[src/rtl/alu_op_sequencer_pkg.sv]
// -----------------------------------------------------------------------------
// alu_op_sequencer_pkg
// Shared definitions for the ALU op sequencer: opcode and FSM state encodings,
// instruction field positions, default widths, and small decode helpers.
// -----------------------------------------------------------------------------
package alu_op_sequencer_pkg;

   localparam int DATA_W_DEF = 4;
   localparam int NREG_DEF   = 4;
   localparam int REG_AW     = 2;
   localparam int INSTR_W    = 9;

   // Instruction layout: {op[8:6], rd[5:4], rs1[3:2], rs2[1:0]}
   localparam int OP_MSB  = 8;
   localparam int OP_LSB  = 6;
   localparam int RD_MSB  = 5;
   localparam int RD_LSB  = 4;
   localparam int RS1_MSB = 3;
   localparam int RS1_LSB = 2;
   localparam int RS2_MSB = 1;
   localparam int RS2_LSB = 0;

   typedef enum logic [2:0] {
      OP_NOP = 3'b000,
      OP_ADD = 3'b001,
      OP_SUB = 3'b010,
      OP_AND = 3'b011,
      OP_OR  = 3'b100,
      OP_XOR = 3'b101,
      OP_LDI = 3'b110,
      OP_ILL = 3'b111
   } op_e;

   typedef enum logic [1:0] {
      S_IDLE = 2'b00,
      S_READ = 2'b01,
      S_EXEC = 2'b10,
      S_WB   = 2'b11
   } state_e;

   // One-hot unit enable vector, bit order {xor, or, and, sub, add}.
   function automatic logic [4:0] unit_enable(input op_e op);
      logic [4:0] en;
      case (op)
         OP_ADD:  en = 5'b00001;
         OP_SUB:  en = 5'b00010;
         OP_AND:  en = 5'b00100;
         OP_OR:   en = 5'b01000;
         OP_XOR:  en = 5'b10000;
         default: en = 5'b00000;
      endcase
      return en;
   endfunction

   // Ops that write back to the register file.
   function automatic logic op_writes(input op_e op);
      return (op != OP_NOP) && (op != OP_ILL);
   endfunction

endpackage

[src/rtl/alu_op_sequencer_regfile_4x4.sv]
// -----------------------------------------------------------------------------
// regfile_4x4
// NREG x DATA_W register file with two combinational read ports, one
// combinational debug read port and one synchronous write port. Contents are
// cleared by the asynchronous active-low reset.
// Ports:
//   clk, rst_n        clock, async active-low clear
//   ra1/rd1, ra2/rd2  operand read ports
//   dbg_sel/dbg_data  debug read port
//   we, wa, wd        write enable, address, data (written on rising edge)
// -----------------------------------------------------------------------------
module regfile_4x4
   import alu_op_sequencer_pkg::*;
#(
   parameter int DATA_W = DATA_W_DEF,
   parameter int NREG   = NREG_DEF
) (
   input  logic              clk,
   input  logic              rst_n,
   input  logic [REG_AW-1:0] ra1,
   input  logic [REG_AW-1:0] ra2,
   output logic [DATA_W-1:0] rd1,
   output logic [DATA_W-1:0] rd2,
   input  logic [REG_AW-1:0] dbg_sel,
   output logic [DATA_W-1:0] dbg_data,
   input  logic              we,
   input  logic [REG_AW-1:0] wa,
   input  logic [DATA_W-1:0] wd
);

   logic [DATA_W-1:0] regs_q [NREG];
   logic [DATA_W-1:0] regs_d [NREG];

   always_comb begin
      regs_d = regs_q;
      if (we) begin
         regs_d[wa] = wd;
      end
   end

   always_ff @(posedge clk or negedge rst_n) begin
      if (!rst_n) begin
         for (int i = 0; i < NREG; i++) begin
            regs_q[i] <= '0;
         end
      end else begin
         regs_q <= regs_d;
      end
   end

   // Reads come from the flops, so a same-cycle write is seen one cycle later.
   assign rd1      = regs_q[ra1];
   assign rd2      = regs_q[ra2];
   assign dbg_data = regs_q[dbg_sel];

endmodule

[src/rtl/alu_op_sequencer.sv]
// -----------------------------------------------------------------------------
// alu_op_sequencer
// Multi-cycle controller: accepts one register-to-register instruction per
// handshake, drives operands and a one-hot enable to the external ALU op units,
// captures their OR-combined result and writes it back to the register file.
// Sequence per instruction: IDLE -> READ -> EXEC -> WB -> IDLE.
// Ports:
//   clk, rst_n                 clock, async active-low reset
//   instr_valid/instr_ready    instruction handshake (ready only in IDLE)
//   instr[8:0]                 {op, rd, rs1, rs2}; LDI uses {rs1,rs2} as imm
//   Rd1, Rd2                   operands to the op units (registered)
//   en_add..en_xor             one-hot unit enables (registered)
//   alu_result                 OR of all unit outputs
//   done, err                  writeback pulse, illegal-op pulse
//   zero                       last written result was zero
//   dbg_sel/dbg_data           debug register read
// -----------------------------------------------------------------------------
module alu_op_sequencer
   import alu_op_sequencer_pkg::*;
#(
   parameter int DATA_W = DATA_W_DEF,
   parameter int NREG   = NREG_DEF
) (
   input  logic               clk,
   input  logic               rst_n,
   input  logic               instr_valid,
   output logic               instr_ready,
   input  logic [INSTR_W-1:0] instr,
   output logic [DATA_W-1:0]  Rd1,
   output logic [DATA_W-1:0]  Rd2,
   output logic               en_add,
   output logic               en_sub,
   output logic               en_and,
   output logic               en_or,
   output logic               en_xor,
   input  logic [DATA_W-1:0]  alu_result,
   output logic               done,
   output logic               err,
   output logic               zero,
   input  logic [REG_AW-1:0]  dbg_sel,
   output logic [DATA_W-1:0]  dbg_data
);

   state_e             state_q, state_d;
   logic [INSTR_W-1:0] instr_q, instr_d;
   logic [DATA_W-1:0]  rd1_q, rd1_d;
   logic [DATA_W-1:0]  rd2_q, rd2_d;
   logic [4:0]         en_q, en_d;
   logic [DATA_W-1:0]  result_q, result_d;
   logic               done_q, done_d;
   logic               err_q, err_d;
   logic               zero_q, zero_d;

   logic [DATA_W-1:0]  rf_rd1, rf_rd2;
   logic               rf_we;
   op_e                op;
   logic [3:0]         imm;

   assign op  = op_e'(instr_q[OP_MSB:OP_LSB]);
   assign imm = instr_q[RS1_MSB:RS2_LSB];

   // Write happens on the edge that leaves WB, so dbg_data shows the old
   // value during WB and the new one afterwards.
   assign rf_we = (state_q == S_WB) && op_writes(op);

   regfile_4x4 #(
      .DATA_W (DATA_W),
      .NREG   (NREG)
   ) u_regfile (
      .clk      (clk),
      .rst_n    (rst_n),
      .ra1      (instr_q[RS1_MSB:RS1_LSB]),
      .ra2      (instr_q[RS2_MSB:RS2_LSB]),
      .rd1      (rf_rd1),
      .rd2      (rf_rd2),
      .dbg_sel  (dbg_sel),
      .dbg_data (dbg_data),
      .we       (rf_we),
      .wa       (instr_q[RD_MSB:RD_LSB]),
      .wd       (result_q)
   );

   always_comb begin
      state_d  = state_q;
      instr_d  = instr_q;
      rd1_d    = rd1_q;
      rd2_d    = rd2_q;
      en_d     = en_q;
      result_d = result_q;
      done_d   = 1'b0;
      err_d    = 1'b0;
      zero_d   = zero_q;
      case (state_q)
         S_IDLE: begin
            if (instr_valid) begin
               instr_d = instr;
               state_d = S_READ;
            end
         end
         S_READ: begin
            // Operands are frozen here, so rd may alias rs1/rs2 safely.
            rd1_d   = rf_rd1;
            rd2_d   = rf_rd2;
            en_d    = unit_enable(op);
            state_d = S_EXEC;
         end
         S_EXEC: begin
            result_d = (op == OP_LDI) ? DATA_W'(imm) : alu_result;
            en_d     = '0;
            done_d   = 1'b1;
            err_d    = (op == OP_ILL);
            state_d  = S_WB;
         end
         S_WB: begin
            if (op_writes(op)) begin
               zero_d = (result_q == '0);
            end
            rd1_d   = '0;
            rd2_d   = '0;
            state_d = S_IDLE;
         end
         default: state_d = S_IDLE;
      endcase
   end

   always_ff @(posedge clk or negedge rst_n) begin
      if (!rst_n) begin
         state_q  <= S_IDLE;
         instr_q  <= '0;
         rd1_q    <= '0;
         rd2_q    <= '0;
         en_q     <= '0;
         result_q <= '0;
         done_q   <= 1'b0;
         err_q    <= 1'b0;
         zero_q   <= 1'b0;
      end else begin
         state_q  <= state_d;
         instr_q  <= instr_d;
         rd1_q    <= rd1_d;
         rd2_q    <= rd2_d;
         en_q     <= en_d;
         result_q <= result_d;
         done_q   <= done_d;
         err_q    <= err_d;
         zero_q   <= zero_d;
      end
   end

   assign instr_ready = (state_q == S_IDLE);
   assign Rd1         = rd1_q;
   assign Rd2         = rd2_q;
   assign en_add      = en_q[0];
   assign en_sub      = en_q[1];
   assign en_and      = en_q[2];
   assign en_or       = en_q[3];
   assign en_xor      = en_q[4];
   assign done        = done_q;
   assign err         = err_q;
   assign zero        = zero_q;

endmodule
[config.mk]
export PLATFORM = sky130hd
export DESIGN_NAME = alu_op_sequencer
export DESIGN_NICKNAME = d
export VERILOG_FILES = /design/src/rtl/alu_op_sequencer_pkg.sv /design/src/rtl/alu_op_sequencer_regfile_4x4.sv /design/src/rtl/alu_op_sequencer.sv
export SDC_FILE = /design/constraint.sdc
export NUM_CORES = 1
export LEC_CHECK = 0
export BUFFER_PORTS_ARGS = -buffer_cell sky130_fd_sc_hd__buf_2
export CAP_MARGIN = 30
export CORE_AREA = 8 8 84 86
export CTS_CLUSTER_DIAMETER = 80
export DETAILED_ROUTE_END_ITERATION = 7
export DIE_AREA = 0 0 92 94
export PLACE_DENSITY = 0.64
export SLEW_MARGIN = 20
export SYNTH_ARGS = -nofsm -noshare
export SYNTH_HDL_FRONTEND = slang
export SYNTH_SLANG_ARGS = --single-unit
[constraint.sdc]
create_clock -name clk -period 3.25 [get_ports clk]
set_input_delay 0.325 -clock clk [delete_from_list [all_inputs] [get_ports clk]]
set_output_delay 0.325 -clock clk [all_outputs]
set_load 0.05 [all_outputs]
[Word-level counts from Yosys, hierarchy flattened]
Index checks and enable logic that the tools add are counted.
Storage, ports and cells
  register bits after elaboration: 47
  bits in latches: 0
  RAM bits: 0
  ROM bits: 0
  output and inout port bits: 21
  word-level logic and storage cells: 65
  memories kept: 0
Operators by class
  add/sub/neg operators: 0
  multiply operators: 0
  div/mod/pow operators: 0
  magnitude comparators: 5
  equality and inequality tests: 12
  shifts and indexed selects: 0
  mux-type cells: 21
  bitwise operators: 4
  reductions and logical operators: 10
Operator list (count)
  two-way mux 4 bit: 8
  one-hot mux 5 bit (5 select lines): 1
  binary-select mux 4 bit (select 2 bit): 3
  bitwise mux 16 bit: 1
  one-hot mux 4 bit (2 select lines): 2
  equality test 3 bit, second input constant: 4
  >= comparator 3 bit, second input constant: 4
  inverter 2 -> 3 bit: 4
  one-hot mux 5 bit (2 select lines): 1
  demux 4 bit (select 2 bit): 1
  one-hot mux 2 bit (4 select lines): 1
  equality test 3 x 2 -> 1 bit, second input constant: 2
  equality test 2 bit, second input constant: 2
  zero test 4 bit: 1
  AND reduction 2 bit: 2
  nonzero test 2 bit: 2
  equality test 3 x 1 -> 1 bit, second input constant: 1
  logical AND 1 bit: 3
  < comparator 3 x 1 -> 1 bit, second input constant: 1
  != test 3 bit, second input constant: 1
  nonzero test 3 bit: 1
  equality test 2 x 1 -> 1 bit, second input constant: 1
  zero test 2 bit: 1
  two-way mux 1 bit: 2
  other kinds (2): 2

[Logic depth before layout (Yosys ltp)]
  depth in word-level cells: 6
  gate-level depth with buffers: 5
  depth with buffers taken out: 5

[Modules after synthesis]
A second synthesis with hierarchy kept.
Unflattened totals
  cell total of the unflattened synthesis: 158
  area total of the unflattened synthesis: 2244.7 um^2
Modules (own cells, without submodules)
  alu_op_sequencer: times used 1, cells an instance 110, area an instance 1343.8 um^2, sequential area each 775.7 um^2
  regfile_4x4: times used 1, cells an instance 48, area an instance 900.9 um^2, sequential area each 400.4 um^2

[Worst setup path after synthesis]
Ideal clock, no wire load.
  path kind: register to register
  start point: register state_q[0]
  end point: register instr_q[0]
  setup time: 125 ps
  data arrival time: 1662 ps
  setup slack: 1464 ps
  stages on the path, launching flop included: 5
  buffers on the path: 0
  clock period less this slack: 1786 ps
  cells stage by stage: dfrtp_1 -> inv_1 -> ha_1 -> nand2_1 -> mux2_2
Between the ends
  longest elaborated chain between the ends: 2
Ends and longest elaborated chain
  from (decl): RTL line alu_op_sequencer.sv:44  | state_e state_q, state_d;
  from (signal assigned): RTL line alu_op_sequencer.sv:138  | state_q <= state_d;
  zero test 2 bit
  via instr_ready: RTL line alu_op_sequencer.sv:27  | output logic instr_ready,
  AND reduction 2 bit (no source line)
  to (signal assigned): RTL line alu_op_sequencer.sv:139  | instr_q <= instr_d;
  to (decl): RTL line alu_op_sequencer.sv:45  | logic [INSTR_W-1:0] instr_q, instr_d;
The timed path passes the listed nets, and every way through them passes these cells.
A chain may end at the register's enable or synchronous reset.

[Final worst setup path]
  start point: register instr_q[8]
  end point: register u_regfile.regs_q[4] (netlist name)
Between the ends
  longest elaborated chain between the ends: 3
Ends and longest elaborated chain
  != test 3 bit or nonzero test 3 bit (tied branches): RTL line alu_op_sequencer_pkg.sv:57  | return (op != OP_NOP) && (op != OP_ILL);
  logical AND 1 bit *: RTL line alu_op_sequencer_pkg.sv:57
  logical AND 1 bit *: RTL line alu_op_sequencer.sv:64  | assign rf_we = (state_q == S_WB) && op_writes(op);
  to (signal assigned): RTL line alu_op_sequencer_regfile_4x4.sv:47  | regs_q <= regs_d;
  to (decl): RTL line alu_op_sequencer_regfile_4x4.sv:31  | logic [DATA_W-1:0] regs_q [NREG];
Mark *: on every way between the ends. The rest lies on a longest branch, timed or not.

==> results.py <==
metrics = {
    "run_status": {
        "run_status": "finished with violations",
        "failing_checks": "negative hold slack",
    },
    "placement": {
        "place.gp.congestion": 0.744,
        "io_buffers": 38,
        "post_detailed_placement_half_perimeter_wirelength_mm": 3.60,
        "dpl.cell_count": 266,
    },
    "flow_run": {
        "timing.max_cap.violations": 0,
    },
    "detailed_routing": {
        "detail_route.iter0.violations": 73,
        "detail-route-antenna-nets": 0,
        "route.detailed.drc": 0,
        "route.detailed.wl_per_inst_um": 17.1,
        "wl_mm": 4.69,
        "detail_route.first_pass.iterations": 4,
        "detailroute.via_count": 1428,
        "vias_per_cell": 5.21,
    },
    "floorplan": {
        "floorplan.die.width_um": 92,
        "die_height_um": 94,
        "initial_core_utilization": 0.390,
        "die-area_um2": 8650,
        "core.rowCount": 28,
        "floorplan.io_pins": 39,
        "design.core.area_um2": 5750,
    },
    "clocking": {
        "clock_sink_total": 47,
        "postCtsResizedCells": 0,
        "max_buffers_root_to_sink": 2,
        "cts-buffers-inserted": 5,
        "cts_root_buffer": "clkbuf_8",
        "tritoncts": "yes",
        "postCtsSetupBuffers": 0,
        "postCtsHoldBufs": 0,
        "cts.htree.levels": 2,
        "clk-insertion-delay-late_ns": 0.29,
        "worst_setup_hold_path_clk_slew_ns": 0.09,
    },
    "critical_path": {
        "timing.critical_path.slowest_stage_cell": "nor3_1",
        "critical-path-top-delay-family": "simple AND/OR/NAND/NOR gates",
        "setup.worst_path.end_class": "flop",
        "cp_max_fo": 12,
        "rrSetupSlack_ns": 1.33,
        "worst_ep_required_time_ns": 3.44,
        "worst_setup_path_start_kind": "flop",
        "timing.critical_path.cells": "and3_1 > nor3_1 > mux2_2",
        "worstSetupPathType": "reg -> reg",
        "cp_slowest_stage_delay_ns": 0.62,
        "cp.arrival_ns": 2.10,
        "path_buf_inv": 0,
    },
    "hold_path": {
        "hp-class": "in -> async",
    },
    "logic_synthesis": {
        "synth-edff-count": 0,
        "mappedNetlistArea_um2": 2240,
        "post_synth.cell_area_avg_um2": 14.0,
        "yosys_most_used_dff": "dfrtp_1",
        "mappedNetlistNets": 182,
        "synth-warning-count": 0,
        "synth_top_area_share": 0.524,
        "synth.lib_cells_used.distinct": 28,
        "yosys-top-cells-area": "dfrtp_1 (52%), mux2_2 (15%), mux4_2 (12%)",
        "share_of_synthesized_registers_carrying_an_async_set_or_reset": 1.00,
        "synth_cells": 160,
        "synth.top_cells.by_count": "dfrtp_1 (47), mux2_2 (29), mux4_2 (12)",
        "cell_type_with_the_largest_total_area_after_synthesis": "dfrtp_1",
        "yosysSeqAreaShare": 0.524,
        "ys_seq_elements": 47,
        "synth_most_common_cell": "dfrtp_1",
    },
    "pwr": {
        "power-per-cell-area_nw_per_um2": 1120,
        "power.leakage_nw": 1.20,
        "worst_ir_drop_vdd_mv": 0.489,
        "fin_total_pwr_mw": 2.92,
    },
    "sta": {
        "setup_viol": 0,
        "worst_slew_pin_slew_ns": 0.718,
        "hold_viol": 21,
        "fin_worst_skew_ns": 0.00352,
        "fin_worst_hold_slack_ns": -0.00636,
        "max_clock_freq_mhz": 522,
        "grt_setup_unrepaired": "false",
        "final_max_slew_viol_count": 0,
        "finalWorstPathRequiredPeriod_ns": 1.92,
        "timing.max_slew.rel_slack": 0.518,
        "fin_tns_setup_ns": 0,
        "fin_crit_sh": 0.590,
    },
    "final_layout": {
        "signed_area_change_from_the_synthesized_netlist_to_the_final_layout_pct": 16.5,
        "drive_above_1_share": 0.457,
        "nNetsFinal": 220,
        "antenna_cells": 0,
        "postLayoutCoreUtil": 0.455,
        "final_cell_count_no_fill": 274,
    },
    "grt": {
        "antenna_found_initial": 0,
        "grt_overflow_total": 0,
        "wire_length_of_the_first_global_routing_pass_mm": 8.00,
        "grt_pass1_vias": 1512,
        "largest_net_degree_at_the_start_of_global_routing": 27,
        "grt.total_usage": 0.117,
    },
}
cell usage in the layout (no fill, tap or decap):
master      instances
dfrtp_1            47
buf_2              38
mux2_2             29
mux4_2             12
nor2_1             10
a22o_1              8
clkbuf_8            7
inv_1               6
a21oi_1             5
mux2i_1             4
nor3_1              4
ha_1                4
nand3b_1            3
nor4b_1             3
and4_1              2
o21ai_0             2
nand3_1             2
nand2_1             2
nor4_1              1
a41oi_1             1
and3_1              1
or4b_2              1
or4b_4              1
nor2b_1             1
o31ai_1             1
or3b_2              1
o22ai_1             1
clkinvlp_4          1
buf_12              1
logic make-up after synthesis:
kind of cell    count (synthesis)  synth area share
simple gates                   32            0.0859
fa+ha+maj                       4            0.0223
mux                            45             0.284
compound gates                 18            0.0569
flops                          47             0.524
buf+inv                        14            0.0268
flip-flops by register name, indices dropped and copies added, names as in the netlist:
signal,flops
Rd1,4
u_regfile.regs_q,16
Rd2,4
err,1
state_q,2
done,1
en_q,5
result_q,4
zero,1
instr_q,9
worst reg2reg max path: stages (launching register included):
cell and delay, ns:
dfrtp_1 0.50, and3_1 0.29, nor3_1 0.62, mux2_2 0.41
per-stage QoR:
step,cell area [um2],worst slack (ns)
final,2610,1.33
after global routing,2610,1.18
after CTS,2610,1.31
after detailed placement,2510,1.33
after global placement,2490,1.35
after floorplan,2240,1.46
area by class of cell:
cell class	count	area, um2
clock buffers	7	96.3
well taps	75	93.8
multi-input cells	99	1010
repair buffers	39	210
inverters	6	22.5
fillers	542	3130
flip-flops and latches	47	1180
clock inverters	1	7.51
metal layers:
| layer | vias to the layer above | share of wire | track usage |
|---|---|---|---|
| met5 | - | 0 | 0 |
| met3 | 4 | 0.055 | 0.0360 |
| met1 | 712 | 0.48 | 0.155 |
| met2 | 36 | 0.45 | 0.176 |
| li1 | 676 | - | - |
| met4 | 0 | 0.0094 | 0.0443 |
power by group:
group / internal [mW] / switching [mW] / total (mW)
Sequential: 0.851 / 0.316 / 1.17
Clock: 0.194 / 0.192 / 0.385
Combinational: 0.626 / 0.742 / 1.37
Total: 1.67 / 1.25 / 2.92
final timing paths:
| check | from | to | cells past startpoint |
|---|---|---|---|
| max in group asynchronous | rst_n | u_regfile.regs_q[11] | 2 |
| worst min register to register | Rd1[2] | Rd1[2] | 1 |
| worst min-delay path | rst_n | Rd1[2] | 1 |
| worst max register to register | instr_q[8] | u_regfile.regs_q[4] | 3 |
| min in group clk | instr_valid | state_q[1] | 2 |
| worst max-delay path | instr_q[8] | u_regfile.regs_q[4] | 3 |
Power figures use the tool's default switching activity.
